<file path="src/rtl/life_engine.sv">
// life_engine: streams one Game-of-Life generation from a source RAM to a
// destination RAM, visiting each cell in {y,x} order. Each cell costs 11
// cycles: nine reads (eight neighbours, then self), one capture cycle, and
// one write cycle.
// Optional feature: define LIFE_POPCOUNT_EN to count the live cells written
// in each generation. Without it, pop_count is tied to zero.
module life_engine #(
  parameter int         XW     = 6,
  parameter int         YW     = 6,
  parameter logic [8:0] RULE_B = 9'b000001000,
  parameter logic [8:0] RULE_S = 9'b000001100
) (
  input  logic             clk,
  input  logic             rst,
  input  logic             start,
  input  logic             wrap_en,
  output logic             busy,
  output logic             done,
  output logic [XW+YW-1:0] addr_rd,
  output logic             we_rd,
  input  logic             din,
  output logic [XW+YW-1:0] addr_wr,
  output logic             we_wr,
  output logic             dout,
  output logic [15:0]      gen_count,
  output logic [XW+YW:0]   pop_count
);

  localparam int AW = XW + YW;
  localparam logic [1:0] S_IDLE = 2'd0;
  localparam logic [1:0] S_RD   = 2'd1;
  localparam logic [1:0] S_LAST = 2'd2;
  localparam logic [1:0] S_WR   = 2'd3;
  localparam logic [XW-1:0] X_ONE   = XW'(1);
  localparam logic [YW-1:0] Y_ONE   = YW'(1);
  localparam logic [AW-1:0] PTR_ONE = AW'(1);
  localparam logic [AW-1:0] PTR_MAX = '1;

  logic [1:0]    r_state;
  logic [3:0]    r_k;
  logic [AW-1:0] r_ptr;
  logic [3:0]    r_n;
  logic          r_self;
  logic          r_wrap;
  logic          r_nbValid;
  logic          r_done;
  logic [15:0]   r_genCount;

  logic [XW-1:0] w_x;
  logic [YW-1:0] w_y;
  logic [XW-1:0] w_nx;
  logic [YW-1:0] w_ny;
  logic [1:0]    w_dx;
  logic [1:0]    w_dy;
  logic          w_offGrid;
  logic          w_ruleBit;

  assign w_x = r_ptr[XW-1:0];
  assign w_y = r_ptr[AW-1:XW];

  // Map read index k to a neighbour offset; 0 = minus one, 1 = same, 2 = plus one
  always_comb begin
    w_dx = 2'd1;
    w_dy = 2'd1;
    case (r_k)
      4'd0: begin w_dx = 2'd0; w_dy = 2'd0; end
      4'd1: w_dy = 2'd0;
      4'd2: begin w_dx = 2'd2; w_dy = 2'd0; end
      4'd3: w_dx = 2'd0;
      4'd4: w_dx = 2'd2;
      4'd5: begin w_dx = 2'd0; w_dy = 2'd2; end
      4'd6: w_dy = 2'd2;
      4'd7: begin w_dx = 2'd2; w_dy = 2'd2; end
      default: ;
    endcase
  end

  // Neighbour address always wraps; flag the ones that fell off an edge
  always_comb begin
    w_nx = w_x;
    w_ny = w_y;
    if (w_dx == 2'd0) w_nx = w_x - X_ONE;
    else if (w_dx == 2'd2) w_nx = w_x + X_ONE;
    if (w_dy == 2'd0) w_ny = w_y - Y_ONE;
    else if (w_dy == 2'd2) w_ny = w_y + Y_ONE;
    w_offGrid = (w_dx == 2'd0 && w_x == '0) || (w_dx == 2'd2 && w_x == '1) ||
                (w_dy == 2'd0 && w_y == '0) || (w_dy == 2'd2 && w_y == '1);
  end

  assign w_ruleBit = r_self ? RULE_S[r_n] : RULE_B[r_n];

  assign busy      = (r_state != S_IDLE);
  assign done      = r_done;
  assign addr_rd   = (r_state == S_RD) ? {w_ny, w_nx} : '0;
  assign we_rd     = 1'b0;
  assign addr_wr   = r_ptr;
  assign we_wr     = (r_state == S_WR);
  assign dout      = (r_state == S_WR) ? w_ruleBit : 1'b0;
  assign gen_count = r_genCount;

  // Main sequencer: read neighbours, accumulate the count, write the result
  always_ff @(posedge clk) begin
    if (rst) begin
      r_state    <= S_IDLE;
      r_k        <= '0;
      r_ptr      <= '0;
      r_n        <= '0;
      r_self     <= 1'b0;
      r_wrap     <= 1'b0;
      r_nbValid  <= 1'b0;
      r_done     <= 1'b0;
      r_genCount <= '0;
    end else begin
      r_done <= 1'b0;
      case (r_state)
        S_IDLE: begin
          if (start) begin
            r_ptr     <= '0;
            r_k       <= '0;
            r_n       <= '0;
            r_wrap    <= wrap_en;
            r_nbValid <= 1'b0;
            r_state   <= S_RD;
          end
        end
        S_RD: begin
          r_nbValid <= (r_k < 4'd8) && (r_wrap || !w_offGrid);
          if (r_k != 4'd0) r_n <= r_n + {3'b000, din & r_nbValid};
          if (r_k == 4'd8) r_state <= S_LAST;
          else r_k <= r_k + 4'd1;
        end
        S_LAST: begin
          r_self  <= din;
          r_state <= S_WR;
        end
        default: begin
          if (r_ptr == PTR_MAX) begin
            r_state    <= S_IDLE;
            r_done     <= 1'b1;
            r_genCount <= r_genCount + 16'd1;
          end else begin
            r_ptr   <= r_ptr + PTR_ONE;
            r_k     <= '0;
            r_n     <= '0;
            r_state <= S_RD;
          end
        end
      endcase
    end
  end

`ifdef LIFE_POPCOUNT_EN
  logic [AW:0] r_popAcc;
  logic [AW:0] r_popCount;

  // Count live writes; publish the total as the generation finishes
  always_ff @(posedge clk) begin
    if (rst) begin
      r_popAcc   <= '0;
      r_popCount <= '0;
    end else if (r_state == S_IDLE && start) begin
      r_popAcc <= '0;
    end else if (r_state == S_WR) begin
      r_popAcc <= r_popAcc + {{AW{1'b0}}, w_ruleBit};
      if (r_ptr == PTR_MAX) r_popCount <= r_popAcc + {{AW{1'b0}}, w_ruleBit};
    end
  end

  assign pop_count = r_popCount;
`else
  assign pop_count = '0;
`endif

endmodule

</file>
<file path="config.mk">
export PLATFORM = sky130hd
export DESIGN_NAME = life_engine
export DESIGN_NICKNAME = d
export VERILOG_FILES = /design/src/rtl/life_engine.sv
export SDC_FILE = /design/constraint.sdc
export NUM_CORES = 1
export LEC_CHECK = 0
export BUFFER_PORTS_ARGS = -buffer_cell sky130_fd_sc_hd__buf_2
export CAP_MARGIN = 30
export CELL_PAD_IN_SITES_DETAIL_PLACEMENT = 1
export CELL_PAD_IN_SITES_GLOBAL_PLACEMENT = 1
export CORE_MARGIN = 8
export CORE_UTILIZATION = 25
export CTS_CLUSTER_DIAMETER = 60
export DETAILED_ROUTE_END_ITERATION = 12
export HOLD_SLACK_MARGIN = 0.03
export PLACE_DENSITY_LB_ADDON = 0.12
export SYNTH_ARGS = -nofsm -noshare
export SYNTH_HDL_FRONTEND = slang
export SYNTH_SLANG_ARGS = --single-unit
</file>
<file path="constraint.sdc">
create_clock -name clk -period 3.7 [get_ports clk]
set_input_delay 0.185 -clock clk [delete_from_list [all_inputs] [get_ports clk]]
set_output_delay 0.185 -clock clk [all_outputs]
set_load 0.02 [all_outputs]
</file>
==> metrics list, run 1 <==
* Clk Tree Root Cell: sky130_fd_sc_hd__clkbuf_16
- Number of cells in the finished layout apart from fillers: 553
* Global-route wire length before repair: 14900 um
* Total number of vias: 2713
- Setup violations remaining at the end of the flow were counted as 0.
- Vias in the first global route: 2862
- For this design the ratio of total power to cell area is 540 mW/mm^2.
* Total negative slack for setup checks: 0 ns
* Area inside the core boundary: 0.0115 mm^2
- Final routed wire length divided by cell count: 15.8 um
- Synth Instances: 371
* Dpl cell area: 0.00324 mm^2
* Largest net degree at the start of global routing: 37
- Detailed Route Iter0 Violations: 86
- Critical path, cell by cell: ha_1 -> nor3_1 -> nor3_1 -> nand3_1 -> o32ai_1 -> mux2i_1 -> buf_2
* Final weighted congestion in routability-driven placement: 0.754
- After synthesis the cells add up to 0.00294 mm^2.
* Final #Nets: 431
- In this run the tightest slew margin relative to its limit is 0.384.
- CP most frequent cell: sky130_fd_sc_hd__nor3_1
- Port buffer count: 48
* WP data required: 3.51 ns
- In this run the mean area of a mapped cell was 7.93 um^2.
* Maximum buffer depth of the clock tree: 2
* All-Layer GR Usage: 0.113
- Overflow left after global routing: 0
* Class of the worst hold path: input port to flop
- RSZ-0062 raised after global routing: no
- After detailed routing, the number of remaining DRC violations is 0.
- Clk_lat worst skew: 0.28 ns
- Across the VDD grid, the largest voltage drop is 229 uV.
* I/O pins: 63
- The flow ran to the end, and the final reports show no timing, DRC or antenna violations.
* Level count of the clock H-tree: 2
- The top cell types in the final layout, fill and taps aside, are 48 x sky130_fd_sc_hd__buf_2, 44 x sky130_fd_sc_hd__dfxtp_1, 35 x sky130_fd_sc_hd__nor2_1, 27 x sky130_fd_sc_hd__nand2_1, 20 x sky130_fd_sc_hd__a21oi_1.
* Portion of total power attributed to sequential cells: 0.284
* Number of antenna violations at the first check in global routing: 0
* Lkg Pwr: 1.40 nW
- Crit Path Max Fanout: 7
- Fmax: 0.357 GHz
* HPWL after detailed placement: 6530 um
- In the routed layout, each cell is associated on average with a via count of 4.91.
- Fill cells in the final layout number 1383.
- The number of pins with negative max-slew slack in the final report is 0.
- Portion of total power attributed to the clock network: 0.293
- Critical path's slowest cell: sky130_fd_sc_hd__nor3_1
- The repair_antennas step left the layout with diodes totalling 0.
* Effective utilization at floorplan: 0.257
- Fraction of the cycle the final worst path needs: 0.756
- STA classifies the critical path endpoint as a primary output.
- Commonest non-fill, non-tap cell in the layout: sky130_fd_sc_hd__buf_2
- STA classifies the critical path startpoint as a flop.
* Post-synth ARST share: 0
* Cts hold-fix bufs: 0
* Max capacitance violation total: 0
- Final Routed Wirelength: 8740 um
* CTS tree: built
- Count of flip-flops with a built-in enable after synthesis: 0
- Area enclosed by the die boundary: 0.0155 mm^2
- Of the total power, the share spent switching nets is 0.399.
- Count of standard-cell rows: 39
- Counting flops and latches in the post-synthesis netlist gives 44.
- In this design, the stage delay of the slowest critical-path cell is 0.63 ns.
* Critical Path AT: 2.61 ns
- Placed Cells incl. Taps: 545
- The die is 124 um wide.
* Final instance area: 0.00342 mm^2
* Fraction of layout cells with a size suffix above 1: 0.168
* Router iterations before antenna repair: 4
* Clock slew at reported path FFs: 0.07 ns
- Yosys synthesis warning count: 0
* Unique cell type count in the Yosys netlist: 60
* Switching power: 0.737 mW
* Number of CTS-inserted buffers: 5
- Die Ht: 124 um
- Number of buffers inserted to repair setup after CTS: 0
* Antenna violation net count after detailed routing: 0
- Time the final worst path needs with I/O delays and setup: 2.80 ns
- Setup skew after layout: 0.00572 ns
- Compared with the post-synthesis result, the final layout area differs by 16.3%.
- Int Pwr: 1.11 mW
* Measured slew at the worst slew-check pin: 0.924 ns
- Startpoint-to-endpoint class of the critical path: flop to primary output
- Most used flip-flop cell after synthesis: sky130_fd_sc_hd__dfxtp_1
- Final hold viol count: 0
- The worst register-to-register path has a depth of 6.
- CTS Sinks: 44
* Share of synthesized area occupied by flip-flops and latches: 0.299
- Of the total power, combinational logic draws 0.423.
- Gates resized during post-CTS repair numbered 0.
* Cell depth of the worst hold path: 3
[state kept, by name (all words and copies together) (netlist names), named ones only]
name       flops
r_self         1
r_n            4
r_state        2
r_wrap         1
r_k            4
r_nbValid      1
done           1
gen_count     16
addr_wr       12
[logic make-up after synthesis]
family,count (synthesis),synth area share
and+or+nand+nor,155,0.287
AOI/OAI and AO/OA,75,0.167
buffers and inverters,52,0.0893
DFF,44,0.299
xor gates and xnor gates,20,0.0595
adders and majority gates,17,0.0723
muxes,7,0.0242
other,1,0.00127
[cell usage after synthesis (5+ instances only)]
cell type / instances / area share
sky130_fd_sc_hd__nand4_1: 7 / 0.015
sky130_fd_sc_hd__o21ai_0: 15 / 0.026
sky130_fd_sc_hd__or4_1: 5 / 0.013
sky130_fd_sc_hd__ha_1: 17 / 0.072
sky130_fd_sc_hd__a21oi_1: 20 / 0.034
sky130_fd_sc_hd__buf_4: 15 / 0.038
sky130_fd_sc_hd__nor2b_1: 6 / 0.013
sky130_fd_sc_hd__mux2i_1: 6 / 0.020
sky130_fd_sc_hd__and3_1: 6 / 0.013
sky130_fd_sc_hd__inv_1: 18 / 0.023
sky130_fd_sc_hd__nand3_1: 15 / 0.026
sky130_fd_sc_hd__nand2_1: 27 / 0.034
sky130_fd_sc_hd__nor3_1: 10 / 0.017
sky130_fd_sc_hd__nor2_1: 35 / 0.045
sky130_fd_sc_hd__nor4_1: 7 / 0.015
sky130_fd_sc_hd__o211ai_1: 5 / 0.013
sky130_fd_sc_hd__or3_1: 7 / 0.015
sky130_fd_sc_hd__clkbuf_1: 14 / 0.018
sky130_fd_sc_hd__dfxtp_1: 44 / 0.30
sky130_fd_sc_hd__xor2_1: 13 / 0.039
sky130_fd_sc_hd__and2_1: 10 / 0.021
sky130_fd_sc_hd__xnor2_1: 7 / 0.021
sky130_fd_sc_hd__o31ai_1: 5 / 0.013
[per-layer routing]
metal | share of wire | track usage | vias up
li1 | - | - | 1367
met1 | 0.50 | 0.144 | 1306
met2 | 0.47 | 0.190 | 38
met3 | 0.028 | 0.0247 | 2
met4 | 0.0058 | 0.0213 | 0
met5 | 0 | 0 | -
[worst paths after layout]
kind	startpoint	endpoint	slack (ns)
max	r_k[0]	addr_rd[4]	0.90
min	din	r_self	0.15
max reg2reg	addr_wr[1]	gen_count[15]	0.98
min reg2reg	r_wrap	r_wrap	0.47
[power by group through the flow]
stage | clock network, mW | logic, mW | registers [mW]
after floorplan | 0 | 0.559 | 0.535
after global placement | 0 | 0.788 | 0.534
after detailed placement | 0 | 0.793 | 0.536
after CTS | 0.565 | 0.797 | 0.525
after global routing | 0.580 | 0.875 | 0.530
final | 0.542 | 0.781 | 0.525
[through the flow]
| step | setup slack (ns) | hold WS [ns] | power [mW] | util |
|---|---|---|---|---|
| global route | 0.578 | 0.189 | 1.98 | 0.298 |
| detailed placement | 0.992 | 0.450 | 1.33 | 0.283 |
| finish | 0.902 | 0.152 | 1.85 | 0.298 |
| floorplan | 1.03 | 0.332 | 1.09 | - |
| CTS | 0.798 | 0.155 | 1.89 | 0.298 |
| global placement | 1.04 | 0.435 | 1.32 | 0.283 |
[critical path, delay by kind of cell (launching register included)]
family / cells / cell delay (ns)
adders and majority gates: 1 / 0.29
and+or+nand+nor: 3 / 0.85
DFF: 1 / 0.44
AOI/OAI and AO/OA: 1 / 0.33
muxes: 1 / 0.23
buffers and inverters: 1 / 0.19
[final cells by class]
type | count | area [um^2] | area share
Clock inverter | 2 | 38.8 | 0.0113
Tap cell | 143 | 179 | 0.0523
Multi-Input combinational cell | 288 | 1850 | 0.540
Timing Repair Buffer | 52 | 270 | 0.0790
Clock buffer | 6 | 139 | 0.0406
Sequential cell | 44 | 881 | 0.257
Inverter | 18 | 67.6 | 0.0197
Power figures use the tool's default switching activity.
==> inputs of run 2 (changes only) <==
==> constraint.sdc (replaced) <==
create_clock -name clk -period 2.6 [get_ports clk]
set_input_delay 0.13 -clock clk [delete_from_list [all_inputs] [get_ports clk]]
set_output_delay 0.13 -clock clk [all_outputs]
set_load 0.02 [all_outputs]
==> metrics list, run 2 (same netlist as run 1, synthesis figures left out) <==
- The flow ran to the end, and the final reports show no timing, DRC or antenna violations.
- TritonCTS created 5 clock buffers.
* Die Ht: 124 um
* Level count of the clock H-tree: 2
- Overflow left after global routing: 0
- Clock slew at reported path FFs: 0.07 ns
- IR drop worst, VDD: 268 uV
- Dividing the final minimum period by the clock period gives 0.931.
- Entering global routing, the biggest net connects 36 pins.
- Power comes to 2.68 mW.
* Int Pwr: 1.62 mW
* Area inside the core boundary: 0.0115 mm^2
* Uppermost layer routed: met4
* Startpoint type of the worst setup path: flop
- Share of total power in combinational logic: 0.444
- CP endpoint: addr_rd[4]
* Cts hold-fix bufs: 0
- Measured in cells, the most critical reg-to-reg path has a length of 6.
- Once detailed placement completed, the half-perimeter wirelength came to 7040 um.
- The number of global-route vias before repair was 2902.
- Remaining design rule violation count: 0
* Antenna diode count: 0
- DR WL met3: 272 um
- Setup skew after layout: 0.00636 ns
- The worst setup path is captured at a primary output.
- Detailed routing inserted a total of 2792 vias.
- Post-Route M1 WL: 4400 um
* Clk Tree Root Cell: sky130_fd_sc_hd__clkbuf_16
- The initial antenna violation count came to 0.
- Input and output buffers added on the ports amount to 48.
- Final #Nets: 453
* Area growth from synthesis to layout: 22.2%
* Buffers plus inverters on the worst setup path: 2
* Crit Path Max Fanout: 8
* Fmax: 0.413 GHz
* Final standard cell utilization of the core: 0.313
* Number of buffers inserted to repair setup after CTS: 0
* WP data required: 2.47 ns
- Length of routed met2 wiring: 4320 um
- Final Routed Wirelength: 9040 um
- For flop-to-flop paths, the worst setup slack is 0.18 ns.
* Max-slew violations: 0
- Effective utilization at floorplan: 0.257
- Number of setup violations in the final report: 0
- Total negative slack for setup checks: 0 ns
* Maximum buffer depth of the clock tree: 2
- Critical path's slowest cell: sky130_fd_sc_hd__dfxtp_2
- TritonCTS built the clock tree.
* Via count normalized by instance count: 4.86
- Max capacitance violation total: 0
* Portion of total power attributed to sequential cells: 0.276
* Detailed Route Iter0 Violations: 168
- Commonest non-fill, non-tap cell in the layout: sky130_fd_sc_hd__buf_2
- Measured along the x axis, the die boundary spans 124 um.
- I/O pins: 63
- Final hold viol count: 0
- The worst register-to-register path ends at gen_count[15].
* Portion of total power attributed to the clock network: 0.280
- Crit Reg-Reg Startpoint: addr_wr[6]
- The count of nets left with antenna violations once routing finished came out at 0.
* Final routed wire length divided by cell count: 15.7 um
- Count of standard-cell rows: 39
- Net switching fraction of the power: 0.398
* Start point of the critical path: r_k[0]
- Power per cell area: 746 mW/mm^2
- The floorplan step defined a die boundary enclosing 0.0155 mm^2.
* Max reg flops: 16
* Time the final worst path needs with I/O delays and setup: 2.42 ns
* Class of the worst hold path: input port to flop
- The cell family contributing the most delay on the critical path is compound AO/OA/AOI/OAI gates.
- Global-route wire length before repair: 15200 um
- RSZ-0062 raised after global routing: no
- For this run, the total global-route usage over all layers was measured as 0.115.
- At the later pin of the worst-skew pair, clock insertion delay measures 0.29 ns.
- In this design, the stage delay of the slowest critical-path cell is 0.39 ns.
- Final weighted congestion in routability-driven placement: 0.748
- Measured against its own limit, the worst slew margin works out to 0.627.
- The analysis attributes to cell leakage a power of 1.51 nW.
- Router iterations before antenna repair: 4
- Gates resized during post-CTS repair numbered 0.
* Cell depth of the worst hold path: 3
- Measured slew at the worst slew-check pin: 0.555 ns
* Fraction of layout cells with a size suffix above 1: 0.225
- Filler Cells Inserted: 1385
- Number of cells on the critical path: 8
- The analysis attributes to net switching a power of 1.07 mW.
- Most frequent cells in the layout: 48 x sky130_fd_sc_hd__buf_2, 39 x sky130_fd_sc_hd__dfxtp_1, 35 x sky130_fd_sc_hd__nor2_1, 27 x sky130_fd_sc_hd__nand2_1, 26 x sky130_fd_sc_hd__buf_4
* Critical path, cell by cell: inv_1 -> ha_1 -> o21bai_1 -> or2_4 -> nand3_1 -> o32ai_1 -> mux2i_1 -> buf_2
- The setup path with the least slack is of type flop to primary output.
* Critical Path AT: 2.29 ns
- For this design, the sink count on the clock tree is 44.
run 2: per-layer routing:
layer / GRT usage / up-vias
met5: 0 / -
met4: 0.0191 / 0
met3: 0.0238 / 5
met2: 0.197 / 37
met1: 0.146 / 1331
li1: - / 1419
run 2: through the flow:
stage	cells	cell area [um^2]	hold WS, ns	setup slack [ns]
2_1_floorplan	384	3000	0.277	0.0553
3_3_place_gp	567	3410	0.383	0.243
3_5_place_dp	567	3410	0.408	0.207
4_1_cts	575	3590	0.0960	0.0467
5_1_grt	575	3590	0.117	0.0136
6_report	575	3590	0.101	0.179
run 2: power groups by stage:
stage	combinational [mW]	sequential (mW)	clock (mW)
3_5_place_dp	1.21	0.755	0
4_1_cts	1.21	0.739	0.786
3_3_place_gp	1.21	0.752	0
6_report	1.19	0.741	0.751
2_1_floorplan	0.796	0.762	0
5_1_grt	1.34	0.746	0.814
run 2: worst min-delay path by stage:
stage            start  endpoint  slack (ns)
4_1_cts        wrap_en    r_wrap         0.1
3_3_place_gp       din    r_self        0.38
6_report           din    r_self        0.10
5_1_grt            din    r_self        0.12
3_5_place_dp   wrap_en    r_wrap        0.41
2_1_floorplan      din    r_self        0.28
run 2: area by class of cell:
type / count / area (um^2) / share of cell area
multi-input combinational: 288 / 1850 / 0.516
sequential: 44 / 887 / 0.247
timing repair buffer: 74 / 435 / 0.121
tap: 143 / 179 / 0.0498
clock buffer: 5 / 125 / 0.0348
inverter: 18 / 67.6 / 0.0188
clock inverter: 3 / 46.3 / 0.0129
run 2: worst min-delay path, cell delays in order:
cell and delay [ns]:
sky130_fd_sc_hd__buf_2 0.08, sky130_fd_sc_hd__mux2i_1 0.06, sky130_fd_sc_hd__nor2_1 0.08
